File: src/rtl/me_job_sched.sv
// Job scheduler for the 4x4 SAD motion-estimation engine: fetches block and
// search-area pixels per job entry, collects the two-beat vector, hands it on.
module me_job_sched #(
   parameter int ADDR_W   = 16,
   parameter int N_W      = 8,
   parameter int WAIT_MAX = 16
) (
   input  logic                     clk,
   input  logic                     rst,
   input  logic                     start,
   input  logic [N_W-1:0]           num_blk,
   input  logic [ADDR_W-1:0]        blk_base,
   input  logic [ADDR_W-1:0]        area_base,
   output logic                     busy,
   output logic                     done,
   output logic                     err,
   output logic                     mem_rd,
   output logic [ADDR_W-1:0]        mem_addr,
   input  logic [7:0]               mem_rdata,
   output logic                     me_block_valid,
   output logic                     me_area_valid,
   output logic [7:0]               me_data,
   input  logic                     me_out_valid,
   input  logic signed [2:0]        me_out_vector,
   output logic                     res_valid,
   input  logic                     res_ready,
   output logic [N_W-1:0]           res_idx,
   output logic signed [2:0]        res_mvx,
   output logic signed [2:0]        res_mvy
);

   typedef enum logic [2:0] {IDLE, FETCH, WAIT, RES, DONE} state_t;

   localparam int TW = $clog2(WAIT_MAX + 1) + 1;

   state_t              state;
   logic [N_W-1:0]      num_blk_l;
   logic [N_W-1:0]      blk_i;
   logic [ADDR_W-1:0]   blk_base_l;
   logic [ADDR_W-1:0]   area_base_l;
   logic [6:0]          rd_cnt;
   logic                rd_blk;
   logic                got_x;
   logic [TW-1:0]       t_cnt;

   // Address of read rc (0..15 block pixels, 16..79 area pixels) for block idx.
   function automatic logic [ADDR_W-1:0] pix_addr(input logic [ADDR_W-1:0] bb,
                                                  input logic [ADDR_W-1:0] ab,
                                                  input logic [N_W-1:0]    idx,
                                                  input logic [6:0]        rc);
      logic [ADDR_W-1:0] ix;
      ix = ADDR_W'(idx);
      if (rc < 7'd16)
         return bb + (ix << 4) + ADDR_W'(rc);
      else
         return ab + (ix << 6) + ADDR_W'(rc - 7'd16);
   endfunction

   assign me_data = mem_rdata;
   assign res_idx = blk_i;

   always_ff @(posedge clk) begin
      if (rst) begin
         state          <= IDLE;
         busy           <= 1'b0;
         done           <= 1'b0;
         err            <= 1'b0;
         mem_rd         <= 1'b0;
         mem_addr       <= '0;
         me_block_valid <= 1'b0;
         me_area_valid  <= 1'b0;
         res_valid      <= 1'b0;
         res_mvx        <= '0;
         res_mvy        <= '0;
         num_blk_l      <= '0;
         blk_i          <= '0;
         blk_base_l     <= '0;
         area_base_l    <= '0;
         rd_cnt         <= '0;
         rd_blk         <= 1'b0;
         got_x          <= 1'b0;
         t_cnt          <= '0;
      end else begin
         // Pixel strobes trail the read strobe by the one-cycle memory latency.
         me_block_valid <= mem_rd & rd_blk;
         me_area_valid  <= mem_rd & ~rd_blk;
         done           <= 1'b0;
         case (state)
            IDLE: begin
               if (start) begin
                  num_blk_l   <= num_blk;
                  blk_base_l  <= blk_base;
                  area_base_l <= area_base;
                  err         <= 1'b0;
                  blk_i       <= '0;
                  busy        <= 1'b1;
                  if (num_blk == '0) begin
                     done  <= 1'b1;
                     state <= DONE;
                  end else begin
                     mem_rd   <= 1'b1;
                     mem_addr <= blk_base;
                     rd_blk   <= 1'b1;
                     rd_cnt   <= 7'd1;
                     state    <= FETCH;
                  end
               end
            end
            FETCH: begin
               if (rd_cnt == 7'd80) begin
                  mem_rd <= 1'b0;
                  t_cnt  <= '0;
                  got_x  <= 1'b0;
                  state  <= WAIT;
               end else begin
                  mem_addr <= pix_addr(blk_base_l, area_base_l, blk_i, rd_cnt);
                  rd_blk   <= (rd_cnt < 7'd16);
                  rd_cnt   <= rd_cnt + 7'd1;
               end
            end
            WAIT: begin
               t_cnt <= t_cnt + TW'(1);
               if (got_x) begin
                  if (me_out_valid) begin
                     res_mvy   <= me_out_vector;
                     res_valid <= 1'b1;
                     state     <= RES;
                  end else begin
                     err   <= 1'b1;
                     done  <= 1'b1;
                     state <= DONE;
                  end
               end else if (me_out_valid) begin
                  res_mvx <= me_out_vector;
                  got_x   <= 1'b1;
               end else if (t_cnt == TW'(WAIT_MAX)) begin
                  err   <= 1'b1;
                  done  <= 1'b1;
                  state <= DONE;
               end
            end
            RES: begin
               if (res_ready) begin
                  res_valid <= 1'b0;
                  if (blk_i == num_blk_l - N_W'(1)) begin
                     done  <= 1'b1;
                     state <= DONE;
                  end else begin
                     blk_i    <= blk_i + N_W'(1);
                     mem_rd   <= 1'b1;
                     mem_addr <= pix_addr(blk_base_l, area_base_l, blk_i + N_W'(1), 7'd0);
                     rd_blk   <= 1'b1;
                     rd_cnt   <= 7'd1;
                     state    <= FETCH;
                  end
               end
            end
            DONE: begin
               busy  <= 1'b0;
               state <= IDLE;
            end
            default: state <= IDLE;
         endcase
      end
   end

endmodule

File: config.mk
export PLATFORM = sky130hd
export DESIGN_NAME = me_job_sched
export DESIGN_NICKNAME = d
export VERILOG_FILES = /design/src/rtl/me_job_sched.sv
export SDC_FILE = /design/constraint.sdc
export NUM_CORES = 1
export LEC_CHECK = 0
export BUFFER_PORTS_ARGS = -buffer_cell sky130_fd_sc_hd__buf_4
export CELL_PAD_IN_SITES_DETAIL_PLACEMENT = 0
export CELL_PAD_IN_SITES_GLOBAL_PLACEMENT = 1
export CORE_AREA = 2 2 136 138
export DETAILED_ROUTE_END_ITERATION = 8
export DIE_AREA = 0 0 138 140
export PLACE_DENSITY = 0.81
export SYNTH_ARGS = -nofsm -noshare
export SYNTH_HDL_FRONTEND = slang
export SYNTH_SLANG_ARGS = --single-unit
File: constraint.sdc
create_clock -name clk -period 3.8 [get_ports clk]
set_input_delay 0.76 -clock clk [delete_from_list [all_inputs] [get_ports clk]]
set_output_delay 0.76 -clock clk [all_outputs]
set_load 0.01 [all_outputs]
==> results by group <==
Placement
  • GPL Wtd Cong: a little under 0.9
  • DP HPWL: approximately 14000 microns
  • Worst slack at placement: between 0.2 and 0.3 ns
  • Count of input and output buffers: between 80 and 90

Logic synthesis
  • Post-Syn Nets: 993
  • Cell Area, Synth: roughly 0.0068 sq mm
  • XOR/XNOR share of the synthesized area: between 5 and 6%
  • Yosys cell types: 67
  • Post-synth top flop: dfxtp_1
  • Yosys warns: 0
  • Synth async-reset ratio: 0%
  • Synth Area in Compound Gates: a little under a quarter
  • Adder-Cell Fraction of Synth Area: 15.13%
  • Main combinational cell family by area after synthesis: compound AO/OA/AOI/OAI gates
  • Sequential element share of the synthesized area: between 20% and 30%
  • Synthesis-stage register bit count: 95
  • Mux cell area share after synthesis: 2.534%
  • Gate Count Post-Synth: between 800 and 900
  • Synthesized area per cell: ~7.9 sq um
  • Simple-gate share of the synthesized area: between 20 and 25%
  • Number of synthesized flops with an enable pin: 0

Power
  • Seq pwr share: between 40% and 50%
  • Sw Share: ~34%
  • Comb power frac: about a quarter
  • Maximum vdd ir drop: roughly 0.27 mV
  • Clk pwr share: 34.1%
  • Net Sw Power: ~0.00094 W
  • P_int: between 0.0015 and 0.002 W
  • PwrDens: around 350 mW/mm^2
  • Leakage: 3.430 nW

Die
  • Starting Density: between 30% and 40%
  • Die Ht: roughly 140 microns
  • Row count: 49
  • Placeable Area: roughly 0.018 sq mm
  • Width of the die: between 100 and 150 microns
  • I/O Pins: between 100 and 150
  • Die ar.: around 0.019 sq mm

Flow run
  • Max cap viols: 0

Clocking
  • CTS clk-pin slew, worst paths: about 0.080 ns
  • CTS tree: done
  • Root buf cell: clkbuf_16
  • CTS H-tree depth: 3
  • CTS Buf Count: 9
  • Post-CTS Setup Bufs: 0
  • Clock latency on the worst-skew pair: around 0.36 ns
  • Max Buffers Root-to-Sink: 2
  • Clock Sinks: 95

STA
  • Pins Over Slew Limit: 0
  • Setup slack after layout: about 0.32 ns
  • Setup Viol. Count Final: 0
  • Hold Vio Cnt, Final: 0
  • Post-route clock period utilization: between 90% and 100%
  • Fin Setup TNS: 0 ns
  • Relative slew slack: between 40% and 50%
  • Worst-Margin Slew: around 0.86 ns
  • Min cycle time layout: ~3.5 ns
  • RSZ-0062 raised after global routing: no
  • Fmax achieved: approximately 290 MHz
  • Final Skew: roughly 0.0098 ns

GRT
  • Initial antenna violation count: 0
  • Largest net degree at the start of global routing: 48
  • First-pass GRT wire length: between 30000 and 40000 microns
  • Grt ovf: 0
  • Vias in the first global route: about 6.2k
  • GRT Util Overall: 20.15%

Worst setup path
  • CP Data Arrival Time: ~3.7 ns
  • CP Launch Point: rd_cnt[4]$_SDFFE_PP0P_
  • Reg2Reg Setup Slack: ~0.32 ns
  • Crit path to: mem_addr[8]$_SDFFE_PP0P_
  • Crit path required time: around 4.1 ns
  • Nature of the critical path startpoint: flip-flop
  • Worst Setup End Kind: flip-flop
  • Setup CP Type: flip-flop to flip-flop
  • Critical path peak fanout: 7
  • Worst reg2reg path depth: 13
  • Critical R2R Capture: mem_addr[8]$_SDFFE_PP0P_
  • Reg2reg start: rd_cnt[4]$_SDFFE_PP0P_

Detailed routing
  • Drt first pass iters: 6
  • Wirelength per Cell: 16.71 microns
  • Number of DRC markers in iteration 0: roughly 340
  • Vias/cell: around 5.5
  • Final ANT Viol Nets: 0
  • WL final: 19340 microns
  • Vias: approximately 6.4k
  • DRC: 0

Min path
  • Worst hold path startpoint: rd_blk$_SDFFE_PP0P_
  • WHS Path Cells: 1
  • Worst min path class: flip-flop to flip-flop

Final layout
  • Fin util: roughly 45%
  • Most common cell after layout, fill and taps aside: nand2_1
  • Ratio of cells with drive above 1 in the final layout: around 14%
  • Layout area overhead: 16.73%
  • Nets: about 1.1k
  • Antenna diodes: 0
  • Commonest non-fill, non-tap cells in the layout: nand2_1, buf_4, a21oi_1, dfxtp_1, nor2_1

Status
  • Status: finished clean
==> power by group through the flow <==
stage | clock network (W) | registers, W | logic, W
finish | 0.000948 | 0.00112 | 0.000705
global route | 0.00101 | 0.00114 | 0.000792
CTS | 0.000976 | 0.00112 | 0.000704
detailed placement | 0 | 0.00115 | 0.000701
global placement | 0 | 0.00115 | 0.000696
floorplan | 0 | 0.00113 | 0.000481
==> layout make-up <==
class | instances | area [sq um]
Clock buffer | 9 | 225.2
Clock inverter | 7 | 78.83
Fill cell | 1873 | 9827
Inverter | 41 | 153.9
Multi-Input combinational cell | 677 | 4538
Sequential cell | 95 | 1902
Tap cell | 229 | 286.5
Timing Repair Buffer | 99 | 768.2
==> synth_stat cells, drive strengths merged (3+ instances only) <==
master,count,area (sq um)
and3,5,31.28
nor3,23,120.1
o21a,3,22.52
or3,5,31.28
o31ai,8,60.06
a311oi,3,26.28
or2,3,18.77
nand3,25,125.1
a211o,5,43.79
dfxtp,95,1902
ha,60,750.7
mux2i,15,150.1
clkbuf,31,116.4
buf,19,127.6
inv,40,150.1
a22oi,4,43.79
xor2,17,156.4
o21bai,10,78.82
nand2b,3,18.77
nand4,14,87.58
o311ai,4,35.04
a32o,3,30.03
nor2b,9,56.30
nor2,78,292.8
o211ai,9,67.56
fa,14,280.3
nand2,126,473.0
a211oi,16,120.1
xnor2,24,210.2
a21oi,96,480.5
or4,3,22.52
a21o,6,45.04
a31oi,7,43.79
a221oi,10,87.58
o21ai,36,183.9
==> how the worst min path moves through the flow <==
stage / slack, ns / to
after floorplan: 0.39 / me_area_valid$_SDFF_PP0_
after global placement: 0.41 / me_area_valid$_SDFF_PP0_
after detailed placement: 0.41 / me_area_valid$_SDFF_PP0_
after CTS: 0.42 / me_area_valid$_SDFF_PP0_
after global routing: 0.45 / me_area_valid$_SDFF_PP0_
final: 0.42 / me_area_valid$_SDFF_PP0_
==> through the flow <==
stage               instances  power [W]  hold WS (ns)  cell area, sq um
global placement         1141   0.001843        0.4067              7629
CTS                      1157   0.002805        0.4215              7933
global route             1157   0.002935        0.4458              7953
finish                   1157   0.002777        0.4190              7953
floorplan                 863   0.001615        0.3925              6813
detailed placement       1141   0.001849        0.4067              7629
==> repair_timing <==
| item | in CTS | in global routing |
|---|---|---|
| gates resized for setup | 0 | 2 |
| hold buffers | 0 | 0 |
| endpoints found under the setup margin | 0 | 3 |
==> worst max-delay path: stages (launching register included) <==
cell and delay [ns]:
dfxtp_1 0.45, inv_1 0.13, ha_1 0.22, ha_1 0.30
fa_1 0.49, inv_1 0.04, ha_1 0.33, o21ai_0 0.11
inv_1 0.09, a21oi_1 0.09, or3b_2 0.48, a32oi_1 0.21
a21oi_1 0.09, o311a_1 0.33
==> routing by layer <==
layer | global-route usage [%] | vias to the layer above | share of wire [%]
li1 | - | 3198 | -
met1 | 27.01 | 2959 | 47
met2 | 33.66 | 181 | 47
met3 | 3.453 | 17 | 4.9
met4 | 5.424 | 0 | 1.3
met5 | 0 | - | 0
==> kinds of logic (layout without fill, tap and decap cells) <==
kind of cell,after synthesis,after routing
AND/OR/NAND/NOR,303,303
AO/OA/AOI/OAI,242,242
flip-flops,95,95
buffers and inverters,91,156
adder cells (fa/ha/maj),74,74
XOR/XNOR,41,41
multiplexers,17,17
==> sequential cells by signal (all words and copies together), names as in the netlist, 3 cells and up <==
register and cells:
area_base_l 16, blk_base_l 16, mem_addr 16, num_blk_l 8, res_idx 8, rd_cnt 7
t_cnt 6, res_mvx 3, res_mvy 3, state 3
No activity file was read; power rests on OpenSTA's default activity.
